<file path="src/rtl/hazard_unit_v3.sv">
// rtl/hazard_unit_v3.sv - stateful 5-stage hazard unit: forwarding, load-use stall, branch flush, dmem freeze
module hazard_unit_v3 #(
    parameter int REG_AW      = 5,
    parameter int FLUSH_DEPTH = 2,
    parameter int CNT_W       = 2
) (
    input  logic              clk,
    input  logic              rst_n,
    input  logic              id_valid,
    input  logic [REG_AW-1:0] id_rs1,
    input  logic [REG_AW-1:0] id_rs2,
    input  logic [REG_AW-1:0] id_rd,
    input  logic              id_regw,
    input  logic              id_load,
    input  logic              ex_pcsel,
    input  logic              regw_in,
    input  logic              dmemw_in,
    input  logic              dmem_busy,
    output logic [1:0]        fwd_a,
    output logic [1:0]        fwd_b,
    output logic              stall_f,
    output logic              stall_d,
    output logic              flush_d,
    output logic              bubble_x,
    output logic              pcsel_out,
    output logic              regw_out,
    output logic              dmemw_out
);

    logic              x_valid, x_regw, x_load;
    logic [REG_AW-1:0] x_rs1, x_rs2, x_rd;
    logic [REG_AW-1:0] m_rd, w_rd;
    logic              m_regw, w_regw;
    logic [CNT_W-1:0]  flush_cnt;

    logic flushing, pcsel_raw, load_use, bubble_raw, x_next_valid;

    function automatic logic [1:0] fwd_sel(input logic [REG_AW-1:0] src);
        if (m_regw && m_rd != '0 && m_rd == src)
            fwd_sel = 2'b01;
        else if (w_regw && w_rd != '0 && w_rd == src)
            fwd_sel = 2'b10;
        else
            fwd_sel = 2'b00;
    endfunction

    always_comb begin
        flushing     = (flush_cnt != '0);
        pcsel_raw    = !dmem_busy && !flushing && ex_pcsel && x_valid;
        load_use     = x_load && x_regw && (x_rd != '0) && id_valid &&
                       ((x_rd == id_rs1) || (x_rd == id_rs2));
        bubble_raw   = !dmem_busy && (pcsel_raw || load_use);
        x_next_valid = id_valid && !bubble_raw && !flushing;
    end

    // Every output is forced low during reset, even if dmem_busy is high.
    always_comb begin
        fwd_a     = rst_n ? fwd_sel(x_rs1) : 2'b00;
        fwd_b     = rst_n ? fwd_sel(x_rs2) : 2'b00;
        stall_f   = rst_n && (dmem_busy || (load_use && !pcsel_raw));
        stall_d   = stall_f;
        flush_d   = rst_n && !dmem_busy && (pcsel_raw || flushing);
        bubble_x  = rst_n && bubble_raw;
        pcsel_out = rst_n && pcsel_raw;
        regw_out  = rst_n && regw_in && x_valid;
        dmemw_out = rst_n && dmemw_in && x_valid;
    end

    always_ff @(posedge clk) begin
        if (!rst_n) begin
            x_valid   <= 1'b0;
            x_rs1     <= '0;
            x_rs2     <= '0;
            x_rd      <= '0;
            x_regw    <= 1'b0;
            x_load    <= 1'b0;
            m_rd      <= '0;
            m_regw    <= 1'b0;
            w_rd      <= '0;
            w_regw    <= 1'b0;
            flush_cnt <= '0;
        end else if (!dmem_busy) begin
            w_rd    <= m_rd;
            w_regw  <= m_regw;
            m_rd    <= x_rd;
            m_regw  <= x_regw;
            x_valid <= x_next_valid;
            x_rs1   <= id_rs1;
            x_rs2   <= id_rs2;
            x_rd    <= id_rd;
            x_regw  <= id_regw && x_next_valid;
            x_load  <= id_load && x_next_valid;
            // The redirect edge kills the ID instruction itself, so only FLUSH_DEPTH-1 remain.
            if (pcsel_raw)
                flush_cnt <= CNT_W'(FLUSH_DEPTH - 1);
            else if (flushing)
                flush_cnt <= flush_cnt - 1'b1;
        end
    end

endmodule

</file>
<file path="config.mk">
export PLATFORM = sky130hd
export DESIGN_NAME = hazard_unit_v3
export DESIGN_NICKNAME = d
export VERILOG_FILES = /design/src/rtl/hazard_unit_v3.sv
export SDC_FILE = /design/constraint.sdc
export NUM_CORES = 1
export LEC_CHECK = 0
export CELL_PAD_IN_SITES_DETAIL_PLACEMENT = 0
export CELL_PAD_IN_SITES_GLOBAL_PLACEMENT = 1
export CORE_UTILIZATION = 41
export CTS_CLUSTER_SIZE = 8
export DETAILED_ROUTE_END_ITERATION = 7
export PLACE_DENSITY_LB_ADDON = 0.1
export SETUP_SLACK_MARGIN = 0.4
export SLEW_MARGIN = 10
export SYNTH_ARGS = -nofsm -noshare
export SYNTH_HDL_FRONTEND = slang
export SYNTH_SLANG_ARGS = --single-unit
</file>
<file path="constraint.sdc">
create_clock -name clk -period 4.3 [get_ports clk]
set_input_delay 0.645 -clock clk [delete_from_list [all_inputs] [get_ports clk]]
set_output_delay 0.645 -clock clk [all_outputs]
set_load 0.1 [all_outputs]
</file>
# Word level (Yosys, flattened, before mapping)
# Index checks and enable logic that the tools add are counted.
# classes
add_sub_neg,1
multipliers,0
div,0
magnitude_cmp,0
eq_ne,6
n_shift,0
n_mux,8
bitwise_logic,1
reduce_logical,42
# ops
op,count
5-bit equality test,6
1-bit logical AND,28
2-bit two-way mux,8
5-bit nonzero test,3
1-bit zero test,4
1-bit logical OR,4
2-bit nonzero test,2
2-bit AND reduction,1
"2-bit by 1-bit subtractor with 2-bit output, second input constant",1
1-bit NOT,1
# totals
register_bits,32
latch_bits,0
mem_bits_rw,0
mem_bits_ro,0
in_bits,24
out_inout_bits,11
wordCells,69
memories,0

# Logic depth before layout (Yosys ltp)
# Gate-level depths: netlist of the first run.
# logic_depth
word_depth,11
ltp_mapped,7
mapped_depth_nobuf,6

# Worst setup path before layout of the first run
# Ideal clock, no wire load.
# synth_path
kind,input -> output
start,input port rst_n
end,output port flush_d
arrival_time_ns,3.310
required_time_ns,3.655
path_slack_ns,0.345
path_stages,3
n_path_buf,2
path_cell_list,clkbuf_1 clkbuf_1 a21boi_0
# synth_between
elab_chain_len,2
# synth_lines
item,line,rtl
start: declaration,8,"input logic rst_n,"
1-bit logical AND (2 in series),62,flush_d = rst_n && !dmem_busy && (pcsel_raw || flushing);
end: declaration,23,"output logic flush_d,"
# No other way between the ends.

# Worst setup path after layout of the first run
# layout_path
start,input port rst_n
end,output port fwd_b[1]
# layout_between
elab_chain_len,1
# layout_lines
item,line,rtl
2-bit two-way mux,59,fwd_b = rst_n ? fwd_sel(x_rs2) : 2'b00;
end: declaration,20,"output logic [1:0] fwd_b,"
# No other way between the ends.

==> out/results.txt, run 1 <==
Longest individual stage delay on the worst path: 0.55 ns
First-pass GRT wire length: 6389 um
Overall routing resource usage: 0.1992
Post-synth ARST share: 0
# Post-CTS Setup Buffers: 0
Number of levels the H-tree was split into: 2
Placer Congestion: 0.7716
Number of antenna repair diodes: 0
Clk buf depth: 2
Most frequent cells in the layout: 32 x dfxtp_1, 27 x mux2i_1, 27 x nor2b_1, 22 x clkdlybuf4s50_1, 18 x xnor2_1
Maximum fanout count along the critical path: 2
Clock period minus final worst setup slack: 2.981 ns
Remaining max-slew budget at the tightest pin: 0.3758
Static leakage: 0.0009238 uW
Number of cells on the critical path: 5
Latest clock arrival within the worst-skew pair: 0.28 ns
Total number of vias: 1353
Inserted Clock Buffers: 5
Commonest non-fill, non-tap cell in the layout: dfxtp_1
Total I/O pin count: 35
Capture endpoint of the worst hold path: flush_cnt[1]$_SDFFE_PN0P_
Total Die Area: 4462 um2
Warnings from Yosys: 0
Netlist Area Pre-Place: 1722 um2
Source of the worst register-to-register timing path: flush_cnt[0]$_SDFFE_PN0P_
Depth of the worst register-to-register path: 6
Area taken by multi-input logic gates: 1028 um2
Vertical die dimension: 66.80 um
Worst reg2reg endpoint: x_load$_SDFFE_PN0N_
Hold path cells: 2
Count of cells resized by post-cts repair: 0
RSZ-0062 raised after global routing: no
Count of distinct cell types in the synthesized netlist: 34
Sum of overflow across all layers after global routing: 0
Classification of the worst-slack hold path: reg2reg
Predominant post-synthesis flop cell: dfxtp_1
Least-Margin Pin Slew: 0.9362 ns
Count of clock tree sinks: 32
X dimension of the die: 66.80 um
Count of flip-flops with a built-in enable after synthesis: 0
Total Power: 759.2 uW
Post-Syn Instances: 180
Reg-to-reg setup timing slack: 2.68 ns
Root cell of the clock tree: clkbuf_8
Clock tree skew after final layout: 0.004715 ns
Hold violation count in the final report: 0
Buffers and inverters on the worst path: 2
Wirelength, routed: 3968 um
Hold buffer count at CTS: 0
WP data required: 3.65 ns
Number of standard-cell rows in the floorplan: 23
Core area: 4029 um2
Number of input and output port buffers inserted: 34
Data arrival time of the critical path: 2.34 ns
Via count of the first global-routing pass: 1320
Number of endpoints failing setup at the final stage: 0
Maximum ir drop on the vdd rail: 0.1886 mV
Fraction of layout instances using a drive strength above 1: 0.1121
Final number of max-transition violations: 0
Detailed placement HPWL: 2872 um
Starting utilization of the core area: 0.4273
Area overhead of the layout relative to synthesis: 26.53%
Nets in the synthesized netlist: 205
Tcrit/Tclk final: 0.6932
Sequential cell area in the final layout: 640.6 um2
Portion of the post-synthesis area used by sequential elements: 0.3721
Cell family contributing the most delay on the critical path: simple AND/OR/NAND/NOR gates
Type of origin of the critical path: primary input
DRT Pass-1 Iters: 4
Chain of cells forming the critical path: clkdlybuf4s50_1 -> o211ai_1 -> or4_1 -> nor4_2 -> buf_12
Average cell area after synthesis: 9.565 um2
Hold Path Origin: flush_cnt[1]$_SDFFE_PN0P_
Pin count of the biggest net entering global routing: 40
Wire length per cell: 15.03 um
Critical Path End Type: output port
DRC Markers: 0
Maximum Capacitance Violations: 0
Initial antenna violation count: 0
CTS tree: yes
Number of flip-flops and latches in the synthesized netlist: 32
Areal power density over the cells: 348.5 nW/um2
Highest-delay cell along the critical path: or4_1
Clock-pin transition on the worst setup and hold timing paths: 0.07 ns
Final #Nets: 238
Accumulated negative setup slack: 0 ns
Fillers: 388
Drt first-iter violations: 60
Result of the run: finished clean
Crit Path Category: in2out
Max Freq: 335.5 MHz
Mean number of vias per cell: 5.125
Antenna violation net count after detailed routing: 0
## power by group
group	total [uW]	switching, uW	internal [uW]	leakage (uW)
registers	335	21.0	314	0.000262
logic	143	75.4	67.8	0.000607
clock network	281	109	172	0.0000552
total	759	205	554	0.000924
## Yosys cell counts, types with 4 or more instances
master    number  area share
and3_1         4       0.015
o21ai_0        4       0.012
clkbuf_1       4      0.0087
mux2i_1       27        0.16
dfxtp_1       32        0.37
nor2b_1       27       0.098
nand3_1        5       0.015
nor2_1         5       0.011
xor2_1        12       0.061
xnor2_1       18       0.092
nand2_1        6       0.013
or4_1          4       0.017
## worst max-delay path by stage
stage / start / end
floorplan: m_rd[2]$_SDFFE_PN0N_ / fwd_a[1]
CTS: rst_n / fwd_b[1]
finish: rst_n / fwd_b[1]
detailed placement: rst_n / fwd_b[1]
global route: dmem_busy / stall_d
global placement: rst_n / fwd_b[1]
## cell families after synthesis
kind of cell / count (synthesis) / synth area share
mux: 27 / 0.1570
buf+inv: 12 / 0.03052
simple gates: 61 / 0.2086
compound gates: 17 / 0.07195
fa+ha+maj: 1 / 0.007266
xor+xnor: 30 / 0.1526
flops: 32 / 0.3721
## worst reg2reg max path, delay by kind of cell (launching register included)
kind / cells / cell delay, ns
DFF: 1 / 0.30
adders and majority gates: 1 / 0.22
and+or+nand+nor: 2 / 0.18
AOI/OAI and AO/OA: 2 / 0.75
buffers and inverters: 1 / 0.08
## flip-flops by register name, summed over array words and instances, names as in the netlist
register / count
m_rd: 5
x_rd: 5
x_rs1: 5
flush_cnt: 2
x_rs2: 5
w_regw: 1
x_regw: 1
x_load: 1
w_rd: 5
m_regw: 1
x_valid: 1
## layer usage
layer,part of all wire,track usage,vias to the layer above
met2,0.45,0.3093,27
met3,0.034,0.04281,8
met5,0,0,-
li1,-,-,687
met4,0.017,0.08777,0
met1,0.49,0.2620,631
## metrics by stage
| step | hold WS [ns] | instances | cell area, um2 | setup slack [ns] | util |
|---|---|---|---|---|---|
| 2_1_floorplan | 0.4593 | 180 | 1722 | 0.5113 | - |
| 3_3_place_gp | 0.4725 | 256 | 2071 | 1.320 | 0.5140 |
| 3_5_place_dp | 0.4923 | 256 | 2071 | 1.308 | 0.5140 |
| 4_1_cts | 0.5043 | 264 | 2178 | 1.310 | 0.5407 |
| 5_1_grt | 0.5347 | 264 | 2178 | 1.154 | 0.5407 |
| 6_report | 0.5101 | 264 | 2178 | 1.319 | 0.5407 |
## final cells by class
class,count,area share
Clock inverter,2,0.01608
Inverter,3,0.005169
Multi-Input combinational cell,136,0.4721
Timing Repair Buffer,35,0.1505
Clock buffer,6,0.03331
Tap cell,50,0.02872
Sequential cell,32,0.2941
No activity file was read; power rests on OpenSTA's default activity.
==> inputs of run 2 (changes only) <==
CORE_UTILIZATION = 38   (was 41)
clock period = 3.07 ns   (was 4.3 ns; I/O delays follow)
==> out/results.txt, run 2 (synthesized netlist as in run 1, its figures left out) <==
Result of the run: finished clean
First-pass GRT wire length: 6672 um (+4.4%)
Data arrival time of the critical path: 2.13 ns (-0.21 ns)
Clock-pin transition on the worst setup and hold timing paths: 0.06 ns (about the same)
Least-Margin Pin Slew: 0.6597 ns (-0.2765 ns)
Classification of the worst-slack hold path: reg2reg
Hold buffer count at CTS: 0 (unchanged)
Number of standard-cell rows in the floorplan: 24 (+4.3%)
Sum of overflow across all layers after global routing: 0 (unchanged)
# Post-CTS Setup Buffers: 0 (unchanged)
Tcrit/Tclk final: 0.8436
Root cell of the clock tree: clkbuf_8
Overall routing resource usage: 0.1769 (-0.02234)
Number of levels the H-tree was split into: 2 (unchanged)
CTS tree: yes
RSZ-0062 raised after global routing: no
Pin count of the biggest net entering global routing: 40 (unchanged)
Initial antenna violation count: 0 (unchanged)
Type of origin of the critical path: primary input
Maximum Capacitance Violations: 0 (unchanged)
WP data required: 2.61 ns (-1.04 ns)
Via count of the first global-routing pass: 1332 (+0.91%)
Detailed placement HPWL: 2960 um (+3.1%)
Starting utilization of the core area: 0.3954 (-0.03193)
Drt first-iter violations: 89 (+48%)
Accumulated negative setup slack: 0 ns (unchanged)
Fraction of power consumed by combinational cells: 0.213 (+0.024)
Area overhead of the layout relative to synthesis: 34.88%
Total Die Area: 4804 um2 (+7.7%)
Final #Nets: 239 (+0.42%)
Areal power density over the cells: 440.1 nW/um2 (+26%)
Inserted Clock Buffers: 5 (unchanged)
Sequential share of power: 0.459 (+0.017)
Max Freq: 386.1 MHz
DRT Pass-1 Iters: 6 (+2)
Remaining max-slew budget at the tightest pin: 0.5575 (+0.1817)
Number of input and output port buffers inserted: 34 (unchanged)
Cell family contributing the most delay on the critical path: simple AND/OR/NAND/NOR gates
Total Power: 1022 uW (+35%)
Met2 usage in global routing: 0.2643 (-0.04505)
Commonest non-fill, non-tap cell in the layout: dfxtp_1
Mean number of vias per cell: 5.037 (-1.7%)
Final number of max-transition violations: 0 (unchanged)
Maximum fanout count along the critical path: 2 (unchanged)
Clock period minus final worst setup slack: 2.590 ns
Vertical die dimension: 69.31 um (+3.8%)
Hold violation count in the final report: 0 (unchanged)
Longest individual stage delay on the worst path: 0.58 ns (+0.03 ns)
Latest clock arrival within the worst-skew pair: 0.28 ns (about the same)
Clk buf depth: 2 (unchanged)
Switching portion of total power: 0.2855 (+0.01512)
Proportion of power drawn by the clock network: 0.329 (-0.041)
Fraction of layout instances using a drive strength above 1: 0.1302 (+0.01808)
Highest-delay cell along the critical path: or4_4
Peak-usage layer in the global routing report: met2
Buffers and inverters on the worst path: 2 (unchanged)
Total number of vias: 1345 (-0.59%)
Number of endpoints failing setup at the final stage: 0 (unchanged)
Wire length per cell: 14.84 um (-1.2%)
Wirelength, routed: 3963 um (-0.13%)
Count of clock tree sinks: 32 (unchanged)
Net Sw Power: 291.8 uW (+42%)
X dimension of the die: 69.31 um (+3.8%)
Number of antenna repair diodes: 0 (unchanged)
Antenna violation net count after detailed routing: 0 (unchanged)
Total I/O pin count: 35 (unchanged)
Chain of cells forming the critical path: clkdlybuf4s50_1 -> o211ai_1 -> or4_4 -> nor4_4 -> buf_12
Critical Path End Type: output port
Met1 usage in global routing: 0.2462 (-0.01580)
Crit Path Category: in2out
Static leakage: 0.0009514 uW (+3.0%)
Fillers: 410 (+5.7%)
Met3 GRT Util: 0.04506 (+0.002250)
Placer Congestion: 0.7860 (+1.9%)
Core area: 4354 um2 (+8.1%)
Maximum ir drop on the vdd rail: 0.2455 mV (+30%)
Clock tree skew after final layout: 0.007327 ns (+0.002612 ns)
Internal: 730.2 uW (+32%)
Most frequent cells in the layout: 32 x dfxtp_1, 27 x mux2i_1, 27 x nor2b_1, 22 x clkdlybuf4s50_1, 18 x xnor2_1
DRC Markers: 0 (unchanged)
run 2: repair_timing:
action	in CTS	in global routing
endpoints found under the hold margin	0	0
resized for setup	0	1
endpoints found under the setup margin	0	1
run 2: final cells by class:
class                      count  area, um2  area share
clock buffer                   8      90.09     0.03879
timing repair buffer          36      460.4      0.1983
multi-input combinational    136       1055      0.4542
inverter                       3      11.26    0.004849
tap                           52      65.06     0.02802
sequential                    32      640.6      0.2759
run 2: path summary, 6_finish.rpt:
check / startpoint / end / slack, ns / depth (start not counted)
setup / recovery: rst_n / fwd_b[1] / 0.48 / 5
hold / removal: flush_cnt[0]$_SDFFE_PN0P_ / flush_cnt[0]$_SDFFE_PN0P_ / 0.50 / 2
setup reg to reg: flush_cnt[0]$_SDFFE_PN0P_ / x_load$_SDFFE_PN0N_ / 1.51 / 6
hold reg to reg: flush_cnt[0]$_SDFFE_PN0P_ / flush_cnt[0]$_SDFFE_PN0P_ / 0.50 / 2
run 2: metal layers:
metal  wire [um]  vias up
li1            -      687
met1        1933      629
met2        1838       24
met3         137        5
met4          53        0
met5           0        -
run 2: power groups by stage:
stage	Clock, uW	Sequential (uW)	Combinational (uW)
floorplan	0	470	146
global placement	0	478	213
detailed placement	0	479	217
CTS	347	470	218
global route	366	473	235
finish	336	469	217
run 2: metrics by stage:
step / hold slack (ns) / instance area [um2] / instances / utilization / setup WS, ns
global placement: 0.4695 / 2228 / 259 / 0.5118 / 0.4686
floorplan: 0.4593 / 1744 / 180 / - / 0.2129
finish: 0.5023 / 2322 / 267 / 0.5333 / 0.4801
detailed placement: 0.5001 / 2228 / 259 / 0.5118 / 0.4539
global route: 0.5573 / 2322 / 267 / 0.5333 / 0.4118
CTS: 0.5050 / 2318 / 267 / 0.5325 / 0.4533
run 2: worst reg2reg max path: stages (launching register included):
cell,delay (ns)
dfxtp_1,0.30
inv_1,0.08
ha_1,0.23
nand2_1,0.07
a211oi_1,0.53
nand2_1,0.13
o21ai_0,0.15
